--- src/rtl/vga_cube_pkg.sv ---
// Shared vga_cube definitions: framebuffer widths, rasteriser state encoding
// and the coordinate/colour types used on the framebuffer write path.
package vga_cube_pkg;
    localparam int CORDW  = 10;
    localparam int COLORW = 3;

    typedef enum logic [1:0] {IDLE, INIT, DRAW, DONE} state_t;

    typedef logic [CORDW-1:0]  coord_t;
    typedef logic [COLORW-1:0] color_t;
endpackage

--- src/rtl/line_drawer_if.sv ---
// Request/pixel bundle between the cube renderer (master) and line_drawer (slave).
interface line_drawer_if #(
    parameter int CORDW  = vga_cube_pkg::CORDW,
    parameter int COLORW = vga_cube_pkg::COLORW
);
    // Handshake: start is a request pulse sampled only while the drawer is idle;
    // endpoints/colour are captured on that cycle. busy covers the whole request.
    // oe=0 stalls emission; each cycle with we=1 carries exactly one pixel, and
    // done rides on the last pixel's we.
    logic              start;
    logic              oe;
    logic [CORDW-1:0]  x0, y0, x1, y1;
    logic [COLORW-1:0] color_in;
    logic              busy, done, we;
    logic [CORDW-1:0]  x, y;
    logic [COLORW-1:0] color;

    modport slave (
        input  start, oe, x0, y0, x1, y1, color_in,
        output busy, done, we, x, y, color
    );
    modport master (
        output start, oe, x0, y0, x1, y1, color_in,
        input  busy, done, we, x, y, color
    );
endinterface

--- src/rtl/line_drawer.sv ---
// Bresenham line rasteriser: one segment per start, one framebuffer write per
// pixel with registered we/x/y/color.
module line_drawer #(
    parameter int CORDW  = vga_cube_pkg::CORDW,
    parameter int COLORW = vga_cube_pkg::COLORW
) (
    input  logic                 clk,
    input  logic                 rst,
    line_drawer_if.slave         bus,
    output vga_cube_pkg::state_t state_dbg
);
    import vga_cube_pkg::*;

    localparam int EW = CORDW + 2;
    typedef logic signed [EW-1:0] err_t;

    state_t            state, state_next;
    logic [CORDW-1:0]  lx0, ly0, lx1, ly1, cur_x, cur_y;
    logic [COLORW-1:0] lcolor;
    logic [CORDW-1:0]  adx, ady;
    err_t              dx, dy, err, e2, err_step;
    logic              sx_pos, sy_pos, step_x, step_y, at_end;

    assign state_dbg = state;

    always_comb begin
        adx      = (lx1 >= lx0) ? lx1 - lx0 : lx0 - lx1;
        ady      = (ly1 >= ly0) ? ly1 - ly0 : ly0 - ly1;
        e2       = err <<< 1;
        step_x   = (e2 >= dy);
        step_y   = (e2 <= dx);
        err_step = err + (step_x ? dy : err_t'(0)) + (step_y ? dx : err_t'(0));
        at_end   = (cur_x == lx1) && (cur_y == ly1);
    end

    always_comb begin
        state_next = state;
        case (state)
            IDLE:    if (bus.start) state_next = INIT;
            INIT:    state_next = DRAW;
            DRAW:    if (bus.oe && at_end) state_next = DONE;
            DONE:    state_next = IDLE;
            default: state_next = IDLE;
        endcase
    end

    always_ff @(posedge clk) begin
        if (rst) state <= IDLE;
        else     state <= state_next;
    end

    always_ff @(posedge clk) begin
        if (rst) begin
            bus.busy  <= 1'b0;
            bus.done  <= 1'b0;
            bus.we    <= 1'b0;
            bus.x     <= '0;
            bus.y     <= '0;
            bus.color <= '0;
            lx0 <= '0; ly0 <= '0; lx1 <= '0; ly1 <= '0; lcolor <= '0;
            cur_x <= '0; cur_y <= '0;
            dx <= '0; dy <= '0; err <= '0;
            sx_pos <= 1'b0; sy_pos <= 1'b0;
        end else begin
            bus.done <= 1'b0;
            bus.we   <= 1'b0;
            case (state)
                IDLE: if (bus.start) begin
                    lx0 <= bus.x0; ly0 <= bus.y0;
                    lx1 <= bus.x1; ly1 <= bus.y1;
                    lcolor   <= bus.color_in;
                    bus.busy <= 1'b1;
                end
                INIT: begin
                    dx     <= $signed({2'b00, adx});
                    dy     <= -$signed({2'b00, ady});
                    err    <= $signed({2'b00, adx}) - $signed({2'b00, ady});
                    sx_pos <= (lx0 < lx1);
                    sy_pos <= (ly0 < ly1);
                    cur_x  <= lx0;
                    cur_y  <= ly0;
                end
                DRAW: if (bus.oe) begin
                    bus.we    <= 1'b1;
                    bus.x     <= cur_x;
                    bus.y     <= cur_y;
                    bus.color <= lcolor;
                    if (at_end) begin
                        bus.done <= 1'b1;
                    end else begin
                        // Both axes may step in one cycle; err_step already sums both terms.
                        err <= err_step;
                        if (step_x) cur_x <= sx_pos ? cur_x + CORDW'(1) : cur_x - CORDW'(1);
                        if (step_y) cur_y <= sy_pos ? cur_y + CORDW'(1) : cur_y - CORDW'(1);
                    end
                end
                DONE: bus.busy <= 1'b0;
                default: ;
            endcase
        end
    end
endmodule

--- src/flat_wrapper.sv ---
// flat-port wrapper written by rule: the top's interface ports become plain ports
module line_drawer_flat import vga_cube_pkg::*;
#(
    parameter int CORDW  = vga_cube_pkg::CORDW,
    parameter int COLORW = vga_cube_pkg::COLORW
)
  (clk, rst, state_dbg, bus_start, bus_oe, bus_x0, bus_y0, bus_x1, bus_y1, bus_color_in, bus_busy, bus_done, bus_we, bus_x, bus_y, bus_color);
  line_drawer_if #(.CORDW(CORDW), .COLORW(COLORW)) bus_i ();
  input  logic clk;
  input  logic rst;
  output vga_cube_pkg::state_t state_dbg;
  input wire logic [$bits(bus_i.start)-1:0] bus_start;
  input wire logic [$bits(bus_i.oe)-1:0] bus_oe;
  input wire logic [$bits(bus_i.x0)-1:0] bus_x0;
  input wire logic [$bits(bus_i.y0)-1:0] bus_y0;
  input wire logic [$bits(bus_i.x1)-1:0] bus_x1;
  input wire logic [$bits(bus_i.y1)-1:0] bus_y1;
  input wire logic [$bits(bus_i.color_in)-1:0] bus_color_in;
  output wire logic [$bits(bus_i.busy)-1:0] bus_busy;
  output wire logic [$bits(bus_i.done)-1:0] bus_done;
  output wire logic [$bits(bus_i.we)-1:0] bus_we;
  output wire logic [$bits(bus_i.x)-1:0] bus_x;
  output wire logic [$bits(bus_i.y)-1:0] bus_y;
  output wire logic [$bits(bus_i.color)-1:0] bus_color;
  assign bus_i.start = bus_start;
  assign bus_i.oe = bus_oe;
  assign bus_i.x0 = bus_x0;
  assign bus_i.y0 = bus_y0;
  assign bus_i.x1 = bus_x1;
  assign bus_i.y1 = bus_y1;
  assign bus_i.color_in = bus_color_in;
  assign bus_busy = bus_i.busy;
  assign bus_done = bus_i.done;
  assign bus_we = bus_i.we;
  assign bus_x = bus_i.x;
  assign bus_y = bus_i.y;
  assign bus_color = bus_i.color;
  line_drawer #(.CORDW(CORDW), .COLORW(COLORW)) u_core (.clk(clk), .rst(rst), .bus(bus_i), .state_dbg(state_dbg));
endmodule
--- config.mk ---
export PLATFORM = sky130hd
export DESIGN_NAME = line_drawer_flat
export DESIGN_NICKNAME = d
export VERILOG_FILES = /design/src/rtl/vga_cube_pkg.sv /design/src/rtl/line_drawer_if.sv /design/src/rtl/line_drawer.sv /design/src/flat_wrapper.sv
export SDC_FILE = /design/constraint.sdc
export NUM_CORES = 1
export LEC_CHECK = 0
export CAP_MARGIN = 10
export CORE_MARGIN = 3
export CORE_UTILIZATION = 45
export DETAILED_ROUTE_END_ITERATION = 7
export PLACE_DENSITY = 0.67
export SETUP_SLACK_MARGIN = 0.15
export SYNTH_ARGS = -nofsm -noshare
export SYNTH_HDL_FRONTEND = slang
export SYNTH_SLANG_ARGS = --single-unit
--- constraint.sdc ---
create_clock -name clk -period 4.4 [get_ports clk]
set_input_delay 0.88 -clock clk [delete_from_list [all_inputs] [get_ports clk]]
set_output_delay 0.88 -clock clk [all_outputs]
set_load 0.05 [all_outputs]
==> impl_metrics.py, run 1 <==
metrics = {
    "setup_path": {
        "reg2reg_depth": 21,
        "critPathLaunchType": "flop",
        "cp_cell_sequence": "inv_2 -> ha_4 -> nor2b_4 -> o21a_1 -> o21a_1 -> o41ai_2 -> a21oi_1 -> o41ai_2 -> nand2_1 -> fa_1 -> inv_1 -> ha_1 -> a21o_1 -> a21oi_2 -> nand2b_4 -> a21boi_2 -> o41ai_2 -> o21bai_1 -> a21oi_1 -> xnor3_1 -> a31o_2",
        "slowest_delay_ns": 0.52,
        "crit_path_end_kind": "flop",
        "worst_path_max_delay_cell": "fa_1",
        "criticalPathCategory": "flop to flop",
        "worstPathMaxFanout": 2,
        "required_ns": 4.73,
        "cp.arrival_ns": 4.76,
        "cp_common_cell": "o41ai_2",
    },
    "synthesis": {
        "ys_top_cells_by_area": "dfxtp_1 (27%), ha_1 (13%), nand2_1 (6.9%)",
        "yosysSeqAreaShare_pct": 27.1,
        "yosys.area.top_type_share_pct": 27.1,
        "synth_seq_cells": 126,
        "syn_area_per_cell_sq_um": 8.05,
        "synth_cells": 1154,
        "ys.flop_type": "dfxtp_1",
        "synth_cell_types": 76,
        "yosys.area.top_type": "dfxtp_1",
        "synth_enable_flop_cells": 0,
        "async_reset_ff_share_pct": 0,
        "yosysWarnings": 0,
        "syn-cell-area_sq_um": 9290,
        "synth_fp_nets": 1319,
    },
    "cells_and_area": {
        "syn_to_final_growth_pct": 26.0,
        "layout-drive-gt1-share_pct": 16.0,
        "antenna_cells": 0,
        "nets": 1449,
        "top_regs": "u_core.dy x12, u_core.err x11",
        "regMostFlops": "u_core.dy",
        "largest_reg_flops": 12,
    },
    "floorplanning": {
        "die_h_um": 150,
        "fp-row-count": 51,
        "dieArea_sq_um": 22400,
        "core_area_sq_um": 19800,
        "ios": 75,
        "initial_utilization_pct": 46.8,
        "die_w_um": 150,
    },
    "global_routing": {
        "grt_pass1_wl_um": 43800,
        "grt_pass1_vias": 8289,
        "grt_max_degree": 82,
        "grt.total_usage_pct": 24.6,
        "grt_overflow_total": 0,
        "antenna_found_initial": 0,
    },
    "placement": {
        "gp_congestion": 0.995,
        "numPortBuffers": 74,
        "dpl.hpwl_um": 19600,
    },
    "drt": {
        "drc": 0,
        "totalWireLength_um": 27100,
        "vias_per_cell": 5.41,
        "firstDrtPassIters": 7,
        "drtAntennaViolNets": 0,
        "drt_iter0_drc": 519,
        "post_drt_wl_per_cell_um": 17.3,
        "vias": 8443,
    },
    "sta": {
        "final.setup_skew_ns": 0.0112,
        "relSlewSlack_pct": 35.8,
        "period_share_pct": 101,
        "finalSetupViolCount": 1,
        "grt_setup_unrepaired": "true",
        "tightest_slew_ns": 0.962,
        "layout_setup_ws_ns": -0.0287,
        "hold_viol_final": 0,
        "period_minus_slack_ns": 4.43,
        "fmax_ghz": 0.226,
        "hold_ws_ns": 0.454,
        "final_max_slew_viol_count": 0,
    },
    "job": {
        "drv_cap": 0,
    },
    "outcome": {
        "status": "finished with violations",
        "failed_checks": "setup timing",
    },
    "clocking": {
        "clock-root-buffer": "clkbuf_16",
        "ctsHoldBuffers": 0,
        "clock-sinks": 126,
        "clockBufferDepth": 2,
        "cts_buffers": 17,
        "clk_latency_ns": 0.44,
        "clk_pin_slew_worst_paths_ns": 0.07,
        "cts_tree": "yes",
        "cts_htree_levels": 4,
    },
    "hold_path": {
        "hp-class": "flop to flop",
        "whs_path_depth": 2,
    },
}
==> layer usage <==
metal	track usage, %	up-vias	wire, um
li1	-	4183	-
met4	5.58	0	542
met2	38.8	240	12200
met3	5.42	43	1690
met5	0	-	0
met1	34.6	3977	12600
==> kinds of logic (layout without fill, tap and decap cells) <==
| family | count (synthesis) | count (layout) | share of synthesized area (%) |
|---|---|---|---|
| AOI/OAI and AO/OA | 281 | 281 | 19.7 |
| xor gates and xnor gates | 66 | 66 | 6.69 |
| adders and majority gates | 118 | 118 | 17.3 |
| buffers and inverters | 176 | 319 | 7.73 |
| DFF | 126 | 126 | 27.1 |
| muxes | 43 | 43 | 4.77 |
| and+or+nand+nor | 344 | 344 | 16.6 |
==> final cells by class <==
type                            count  area, sq um
Fill cell                        1744         8140
Multi-Input combinational cell    852         6340
Sequential cell                   126         2530
Timing Repair Buffer              162         1410
Inverter                          125          472
Clock buffer                       17          425
Tap cell                          265          332
Clock inverter                     15          190
==> Yosys cell counts, types with 3 or more instances <==
| cell | count |
|---|---|
| o21ai_0 | 34 |
| o211a_1 | 3 |
| nor4_1 | 3 |
| nand4_1 | 8 |
| ha_1 | 100 |
| mux2i_1 | 38 |
| o211ai_1 | 3 |
| inv_1 | 123 |
| fa_1 | 18 |
| a211o_1 | 6 |
| nor3_1 | 14 |
| xnor2_2 | 4 |
| and2_1 | 7 |
| clkbuf_1 | 40 |
| o31ai_1 | 3 |
| nor2b_1 | 16 |
| a311oi_1 | 7 |
| a21boi_0 | 5 |
| o21a_1 | 10 |
| and3_1 | 4 |
| a221oi_1 | 4 |
| a21oi_1 | 122 |
| o21bai_1 | 5 |
| nor2_1 | 83 |
| xnor2_1 | 38 |
| mux2_2 | 3 |
| a21o_2 | 3 |
| a21o_1 | 27 |
| xor2_1 | 23 |
| buf_1 | 3 |
| a31oi_1 | 5 |
| nand2_1 | 171 |
| a211oi_1 | 18 |
| or3_1 | 7 |
| nand3_1 | 13 |
| o41ai_1 | 3 |
| dfxtp_1 | 126 |
| buf_6 | 4 |
==> cell usage in the layout, fill, tap and decap left out, types with 6 or more instances in the layout <==
cell type          n
ha_1              92
a21oi_1          119
o21a_1            10
xnor2_1           35
or3_1              7
nor2b_1           13
a311oi_1           7
ha_4               6
nor3_1            14
inv_8              6
o21ai_0           27
clkdlybuf4s50_1   73
clkbuf_16         17
a21o_1            27
a211oi_1          15
inv_1            118
nand2_1          169
xor2_1            22
dfxtp_1          122
nand4_1            8
nor2_1            81
and2_1             6
fa_1              14
xnor2_2            6
buf_4             85
mux2i_1           35
a211o_1            6
nand3_1           13
==> through the flow <==
| step | cells | instance area [sq um] | setup WS (ns) | setup TNS [ns] | utilization (%) |
|---|---|---|---|---|---|
| 6_report | 1562 | 11700 | -0.0287 | -0.0287 | 59.0 |
| 5_1_grt | 1562 | 11700 | -0.233 | -0.565 | 59.0 |
| 4_1_cts | 1554 | 11500 | -0.123 | -0.214 | 57.8 |
| 3_5_place_dp | 1516 | 10700 | -0.117 | -0.201 | 53.9 |
| 3_3_place_gp | 1516 | 10700 | 0.0151 | 0 | 53.9 |
| 2_1_floorplan | 1154 | 9320 | -0.136 | -0.136 | - |
==> critical path, delay by kind of cell, from the launching register on <==
kind                     cells  cell delay (ns)
AO/OA/AOI/OAI               12             2.26
adder cells (fa/ha/maj)      3             1.01
AND/OR/NAND/NOR              3             0.39
flip-flops                   1             0.33
XOR/XNOR                     1             0.24
buffers and inverters        2             0.10
==> final timing paths <==
path | to | start | slack, ns
worst max-delay path | u_core.err[10]$_SDFFE_PP0P_ | u_core.dx[1]$_SDFFE_PP0N_ | -0.03
worst min-delay path | u_core.bus.color[2]$_SDFFE_PP0P_ | u_core.bus.color[2]$_SDFFE_PP0P_ | 0.45
worst max register to register | u_core.err[10]$_SDFFE_PP0P_ | u_core.dx[1]$_SDFFE_PP0N_ | -0.03
worst min register to register | u_core.bus.color[2]$_SDFFE_PP0P_ | u_core.bus.color[2]$_SDFFE_PP0P_ | 0.45
==> what timing repair did <==
| item | 4_1_cts | 5_1_grt |
|---|---|---|
| setup endpoints to repair | 6 | 7 |
| resized for setup | 27 | 44 |
| setup buffers | 6 | 8 |
| pin swaps | 29 | 35 |
Power of run 1 is left out: the tool's default activity adds up to more than one toggle a clock period on the data nets, which glitch-free logic cannot reach.
==> inputs of run 2 (changes only) <==
--- a/config.mk
+++ b/config.mk
@@ -11,6 +11,7 @@
 export DETAILED_ROUTE_END_ITERATION = 7
 export PLACE_DENSITY = 0.67
 export SETUP_SLACK_MARGIN = 0.15
+export SKIP_LAST_GASP = 1
 export SYNTH_ARGS = -nofsm -noshare
 export SYNTH_HDL_FRONTEND = slang
 export SYNTH_SLANG_ARGS = --single-unit
==> impl_metrics.py, run 2 (synthesized netlist as in run 1, its figures left out) <==
metrics = {
    "sta": {
        "tightest_slew_ns": 0.929,
        "hold_viol_final": 0,
        "layout_setup_ws_ns": -0.0233,
        "finalSetupViolCount": 1,
        "grt_setup_unrepaired": "true",
        "final.setup_skew_ns": 0.0101,
        "period_share_pct": 101,
        "final_max_slew_viol_count": 0,
        "fmax_ghz": 0.226,
        "fin_setup_tns_ns": -0.0233,
        "relSlewSlack_pct": 38.0,
        "period_minus_slack_ns": 4.42,
    },
    "setup_path": {
        "criticalPathCategory": "flop to flop",
        "cp_common_cell": "o41ai_2",
        "worst_path_max_delay_cell": "fa_1",
        "slowest_delay_ns": 0.52,
        "crit_path_end_kind": "flop",
        "r2r-start": "u_core.dx[1]$_SDFFE_PP0N_",
        "worstPathMaxFanout": 2,
        "r2r_slack_ns": -0.02,
        "critPathLaunchType": "flop",
        "reg2reg_depth": 21,
        "rr_endpoint": "u_core.err[10]$_SDFFE_PP0P_",
        "required_ns": 4.73,
        "cp.arrival_ns": 4.75,
        "cp_cell_sequence": "inv_2 -> ha_4 -> nor2b_4 -> o21a_1 -> o21a_1 -> o41ai_2 -> a21oi_1 -> o41ai_2 -> nand2_1 -> fa_1 -> inv_1 -> ha_1 -> a21o_1 -> a21oi_2 -> nand2b_4 -> a21boi_2 -> o41ai_2 -> o21bai_1 -> a21oi_1 -> xnor3_1 -> a31o_2",
    },
    "cells_and_area": {
        "final_cell_area_sq_um": 11700,
        "layout_commonest_cell": "nand2_1",
        "layout-drive-gt1-share_pct": 15.9,
        "finish.utilization_pct": 58.9,
        "syn_to_final_growth_pct": 25.9,
        "top_regs": "u_core.dy x12, u_core.err x11",
        "antenna_cells": 0,
        "fillCellCount": 1744,
        "final_cell_mix": "nand2_1 (169), dfxtp_1 (122), a21oi_1 (119)",
        "fin_cells": 1562,
        "regMostFlops": "u_core.dy",
        "nets": 1449,
        "largest_reg_flops": 12,
    },
    "clocking": {
        "cts_tree": "yes",
        "clock-root-buffer": "clkbuf_16",
        "cts_htree_levels": 4,
        "ctsHoldBuffers": 0,
        "clk_latency_ns": 0.44,
        "clk_pin_slew_worst_paths_ns": 0.07,
        "clock-sinks": 126,
        "cts_buffers": 17,
        "clockBufferDepth": 2,
    },
    "job": {
        "drv_cap": 0,
    },
    "drt": {
        "met1_length_um": 12600,
        "totalWireLength_um": 26900,
        "top_layer_used": "met4",
        "drc": 0,
        "firstDrtPassIters": 5,
        "drt_iter0_drc": 556,
        "dr_wl_met3_um": 1640,
        "vias_per_cell": 5.39,
        "dr_wl_met2_um": 12100,
        "drtAntennaViolNets": 0,
        "post_drt_wl_per_cell_um": 17.2,
        "vias": 8425,
    },
    "floorplanning": {
        "ios": 75,
        "die_h_um": 150,
        "initial_utilization_pct": 46.8,
        "fp-row-count": 51,
        "core_area_sq_um": 19800,
        "dieArea_sq_um": 22400,
        "die_w_um": 150,
    },
    "placement": {
        "numPlacedInstances": 1516,
        "numPortBuffers": 74,
        "dpl.hpwl_um": 19600,
        "placed_area_sq_um": 10700,
        "gp_congestion": 0.995,
    },
    "global_routing": {
        "grt_max_degree": 82,
        "grt_overflow_total": 0,
        "grt.total_usage_pct": 24.6,
        "grt_pass1_wl_um": 43700,
        "antenna_found_initial": 0,
        "grt_pass1_vias": 8291,
    },
    "outcome": {
        "failed_checks": "setup timing",
        "status": "finished with violations",
    },
    "hold_path": {
        "worstHoldStart": "u_core.bus.color[2]$_SDFFE_PP0P_",
        "whs_path_depth": 2,
        "hold_end": "u_core.bus.color[2]$_SDFFE_PP0P_",
        "hp-class": "flop to flop",
    },
}
==> run 2: cell counts in the layout (fill, tap and decap cells not counted) <==
No cell type changed its count.
==> run 2: layer usage <==
metal  global-route usage [%]  vias up
met5                        0        -
met4                     5.58        0
met3                     5.42       44
met2                     38.8      256
met1                     34.6     3942
li1                         -     4183
==> run 2: worst max path at each step <==
stage	start	end	slack, ns	depth (start not counted)
2_1_floorplan	u_core.dx[1]$_SDFFE_PP0N_	u_core.err[10]$_SDFFE_PP0P_	-0.14	22
3_3_place_gp	u_core.dx[1]$_SDFFE_PP0N_	u_core.err[10]$_SDFFE_PP0P_	0.02	21
3_5_place_dp	u_core.dy[1]$_SDFFE_PP0N_	u_core.err[10]$_SDFFE_PP0P_	-0.12	22
4_1_cts	u_core.dx[1]$_SDFFE_PP0N_	u_core.err[10]$_SDFFE_PP0P_	-0.12	21
5_1_grt	u_core.dy[1]$_SDFFE_PP0N_	u_core.err[10]$_SDFFE_PP0P_	-0.24	22
6_report	u_core.dx[1]$_SDFFE_PP0N_	u_core.err[10]$_SDFFE_PP0P_	-0.02	21
==> run 2: area by class of cell <==
| type | count | area, sq um | share of cell area [%] |
|---|---|---|---|
| clock buffers | 17 | 425 | 3.64 |
| clock inverters | 15 | 190 | 1.63 |
| inverters | 125 | 472 | 4.03 |
| multi-input cells | 852 | 6340 | 54.2 |
| flip-flops and latches | 126 | 2530 | 21.6 |
| well taps | 265 | 332 | 2.83 |
| repair buffers | 162 | 1410 | 12.1 |
==> run 2: repair_timing <==
action,in CTS,in global routing
pin swaps,28,36
resized for setup,26,43
setup buffers,6,8
setup endpoints to repair,6,7
==> run 2: worst max-delay path, delay by kind of cell, from the launching register on <==
kind / cells / cell delay [ns]
AO/OA/AOI/OAI: 12 / 2.24
adder cells (fa/ha/maj): 3 / 1.01
AND/OR/NAND/NOR: 3 / 0.39
flip-flops: 1 / 0.33
XOR/XNOR: 1 / 0.24
buffers and inverters: 2 / 0.10
==> run 2: through the flow <==
stage | setup slack (ns) | hold WS [ns]
final | -0.0233 | 0.454
after global routing | -0.235 | 0.484
after CTS | -0.123 | 0.459
after detailed placement | -0.117 | 0.448
after global placement | 0.0151 | 0.442
after floorplan | -0.136 | 0.432
Power of run 2 is left out for the same reason.
==> inputs of run 3 (changes only) <==
--- a/config.mk
+++ b/config.mk
@@ -5,11 +5,12 @@
 export SDC_FILE = /design/constraint.sdc
 export NUM_CORES = 1
 export LEC_CHECK = 0
+export ABC_AREA = 1
 export CAP_MARGIN = 10
 export CORE_MARGIN = 3
 export CORE_UTILIZATION = 45
 export DETAILED_ROUTE_END_ITERATION = 7
-export PLACE_DENSITY = 0.67
+export PLACE_DENSITY = 0.66
 export SETUP_SLACK_MARGIN = 0.15
 export SKIP_LAST_GASP = 1
 export SYNTH_ARGS = -nofsm -noshare
==> impl_metrics.py, run 3 <==
metrics = {
    "floorplanning": {
        "ios": 75,
        "core_area_sq_um": 21400,
        "fp-row-count": 53,
        "dieArea_sq_um": 23800,
        "die_w_um": 154,
        "die_h_um": 154,
        "initial_utilization_pct": 46.4,
    },
    "cells_and_area": {
        "nets": 1712,
        "syn_to_final_growth_pct": 16.0,
        "regMostFlops": "u_core.dy",
        "top_regs": "u_core.dy x12, u_core.err x11",
        "largest_reg_flops": 12,
        "final_cell_mix": "nand2_1 (334), inv_1 (226), a21oi_1 (164)",
        "antenna_cells": 0,
        "layout_commonest_cell": "nand2_1",
        "layout-drive-gt1-share_pct": 5.38,
    },
    "sta": {
        "tightest_slew_ns": 0.726,
        "relSlewSlack_pct": 51.5,
        "grt_setup_unrepaired": "false",
        "hold_ws_ns": 0.478,
        "final_max_slew_viol_count": 0,
        "fmax_ghz": 0.264,
        "period_minus_slack_ns": 3.79,
        "period_share_pct": 86.1,
        "fin_setup_tns_ns": 0,
        "finalSetupViolCount": 0,
        "hold_viol_final": 0,
        "final.setup_skew_ns": 0.00719,
    },
    "setup_path": {
        "required_ns": 4.72,
        "criticalPathCategory": "flop to flop",
        "worstPathMaxFanout": 12,
        "critical_path.startpoint": "u_core.lx1[0]$_SDFFE_PP0P_",
        "cp.arrival_ns": 4.10,
        "crit_path_end_kind": "flop",
        "critPathLaunchType": "flop",
        "r2r-start": "u_core.lx1[0]$_SDFFE_PP0P_",
    },
    "clocking": {
        "postCtsResizedCells": 0,
        "cts_htree_levels": 4,
        "clock-sinks": 126,
        "clk_pin_slew_worst_paths_ns": 0.06,
        "cts_buffers": 17,
        "ctsHoldBuffers": 0,
        "post-cts-setup-buffers": 0,
        "cts_tree": "yes",
        "clk_latency_ns": 0.43,
        "clock-root-buffer": "clkbuf_16",
        "clockBufferDepth": 2,
    },
    "hold_path": {
        "worstHoldStart": "u_core.lcolor[1]$_SDFFE_PP0P_",
        "hp-class": "flop to flop",
    },
    "synthesis": {
        "yosys.area.top_type_share_pct": 25.5,
        "syn_area_per_cell_sq_um": 6.62,
        "ys.flop_type": "dfxtp_1",
        "synth_cells": 1496,
        "synth_enable_flop_cells": 0,
        "yosysWarnings": 0,
        "synthTopCellsByCount": "nand2_1 (335), inv_1 (228), a21oi_1 (165)",
        "synth.most_common_cell": "nand2_1",
        "synth_seq_cells": 126,
        "syn-cell-area_sq_um": 9910,
        "yosysSeqAreaShare_pct": 25.5,
        "synth_fp_nets": 1661,
        "yosys.area.top_type": "dfxtp_1",
        "async_reset_ff_share_pct": 0,
        "ys_top_cells_by_area": "dfxtp_1 (25%), nand2_1 (13%), ha_1 (13%)",
        "synth_cell_types": 36,
    },
    "global_routing": {
        "grt_max_degree": 57,
        "grt_pass1_vias": 9053,
        "antenna_found_initial": 0,
        "grt_overflow_total": 0,
        "grt.total_usage_pct": 24.0,
        "grt_pass1_wl_um": 46500,
    },
    "drt": {
        "post_drt_wl_per_cell_um": 15.4,
        "drt_iter0_drc": 742,
        "totalWireLength_um": 28300,
        "firstDrtPassIters": 6,
        "vias_per_cell": 5.24,
        "drc": 0,
        "vias": 9611,
        "drtAntennaViolNets": 0,
    },
    "placement": {
        "dpl.hpwl_um": 21900,
        "gp_congestion": 0.924,
        "numPortBuffers": 74,
    },
    "job": {
        "drv_cap": 0,
    },
    "outcome": {
        "status": "finished clean",
    },
}
run 3: logic make-up (layout without fill, tap and decap cells):
logic type / after synthesis / count (layout) / share of synthesized area, %
adders and majority gates: 118 / 118 / 16.3
xor gates and xnor gates: 50 / 50 / 4.49
buffers and inverters: 284 / 348 / 10.9
DFF: 126 / 126 / 25.5
AOI/OAI and AO/OA: 341 / 341 / 17.9
and+or+nand+nor: 577 / 577 / 25.0
run 3: area by class of cell:
cell class / instances / area, sq um
Inverter: 231 / 867
Tap cell: 275 / 344
Sequential cell: 126 / 2520
Multi-Input combinational cell: 1086 / 6320
Clock inverter: 12 / 136
Clock buffer: 20 / 457
Fill cell: 2134 / 9860
Timing Repair Buffer: 85 / 848
run 3: critical path: stages (launching register included):
cell and delay (ns):
dfxtp_1 0.33, inv_1 0.08, ha_1 0.17, inv_1 0.06
fa_1 0.37, nand2_1 0.11, nand2_1 0.07, a21oi_2 0.20
o21ai_1 0.11, a21oi_1 0.18, o21ai_2 0.17, inv_2 0.15
nand2_1 0.06, nand2_1 0.12, inv_1 0.06, ha_1 0.34
a21oi_1 0.20, o21ai_0 0.14, a21oi_1 0.18, xor2_1 0.28
o22ai_1 0.12, nor2_1 0.12, nor2_1 0.07
run 3: path summary, 6_finish.rpt:
check | end | slack, ns | cells past startpoint
setup reg to reg | u_core.err[5]$_SDFFE_PP0P_ | 0.61 | 22
hold reg to reg | u_core.lcolor[1]$_SDFFE_PP0P_ | 0.48 | 2
setup / recovery | u_core.err[5]$_SDFFE_PP0P_ | 0.61 | 22
hold / removal | u_core.lcolor[1]$_SDFFE_PP0P_ | 0.48 | 2
run 3: metrics by stage:
stage | util [%] | worst slack (ns) | std cells | instance area (sq um)
final | 53.8 | 0.612 | 1835 | 11500
after global routing | 53.8 | 0.226 | 1835 | 11500
after CTS | 53.8 | 0.394 | 1835 | 11500
after detailed placement | 51.0 | 0.412 | 1803 | 10900
after global placement | 51.0 | 0.570 | 1803 | 10900
after floorplan | - | 1.11 | 1496 | 9910
run 3: routing by layer:
layer	wire length, um	share of wire, %	GRT usage [%]	vias up
li1	-	-	-	4928
met1	13900	49	34.5	4364
met2	12500	44	37.5	290
met3	1480	5.2	4.03	29
met4	451	1.6	5.76	0
met5	0	0	0	-
Power of run 3 is left out for the same reason.
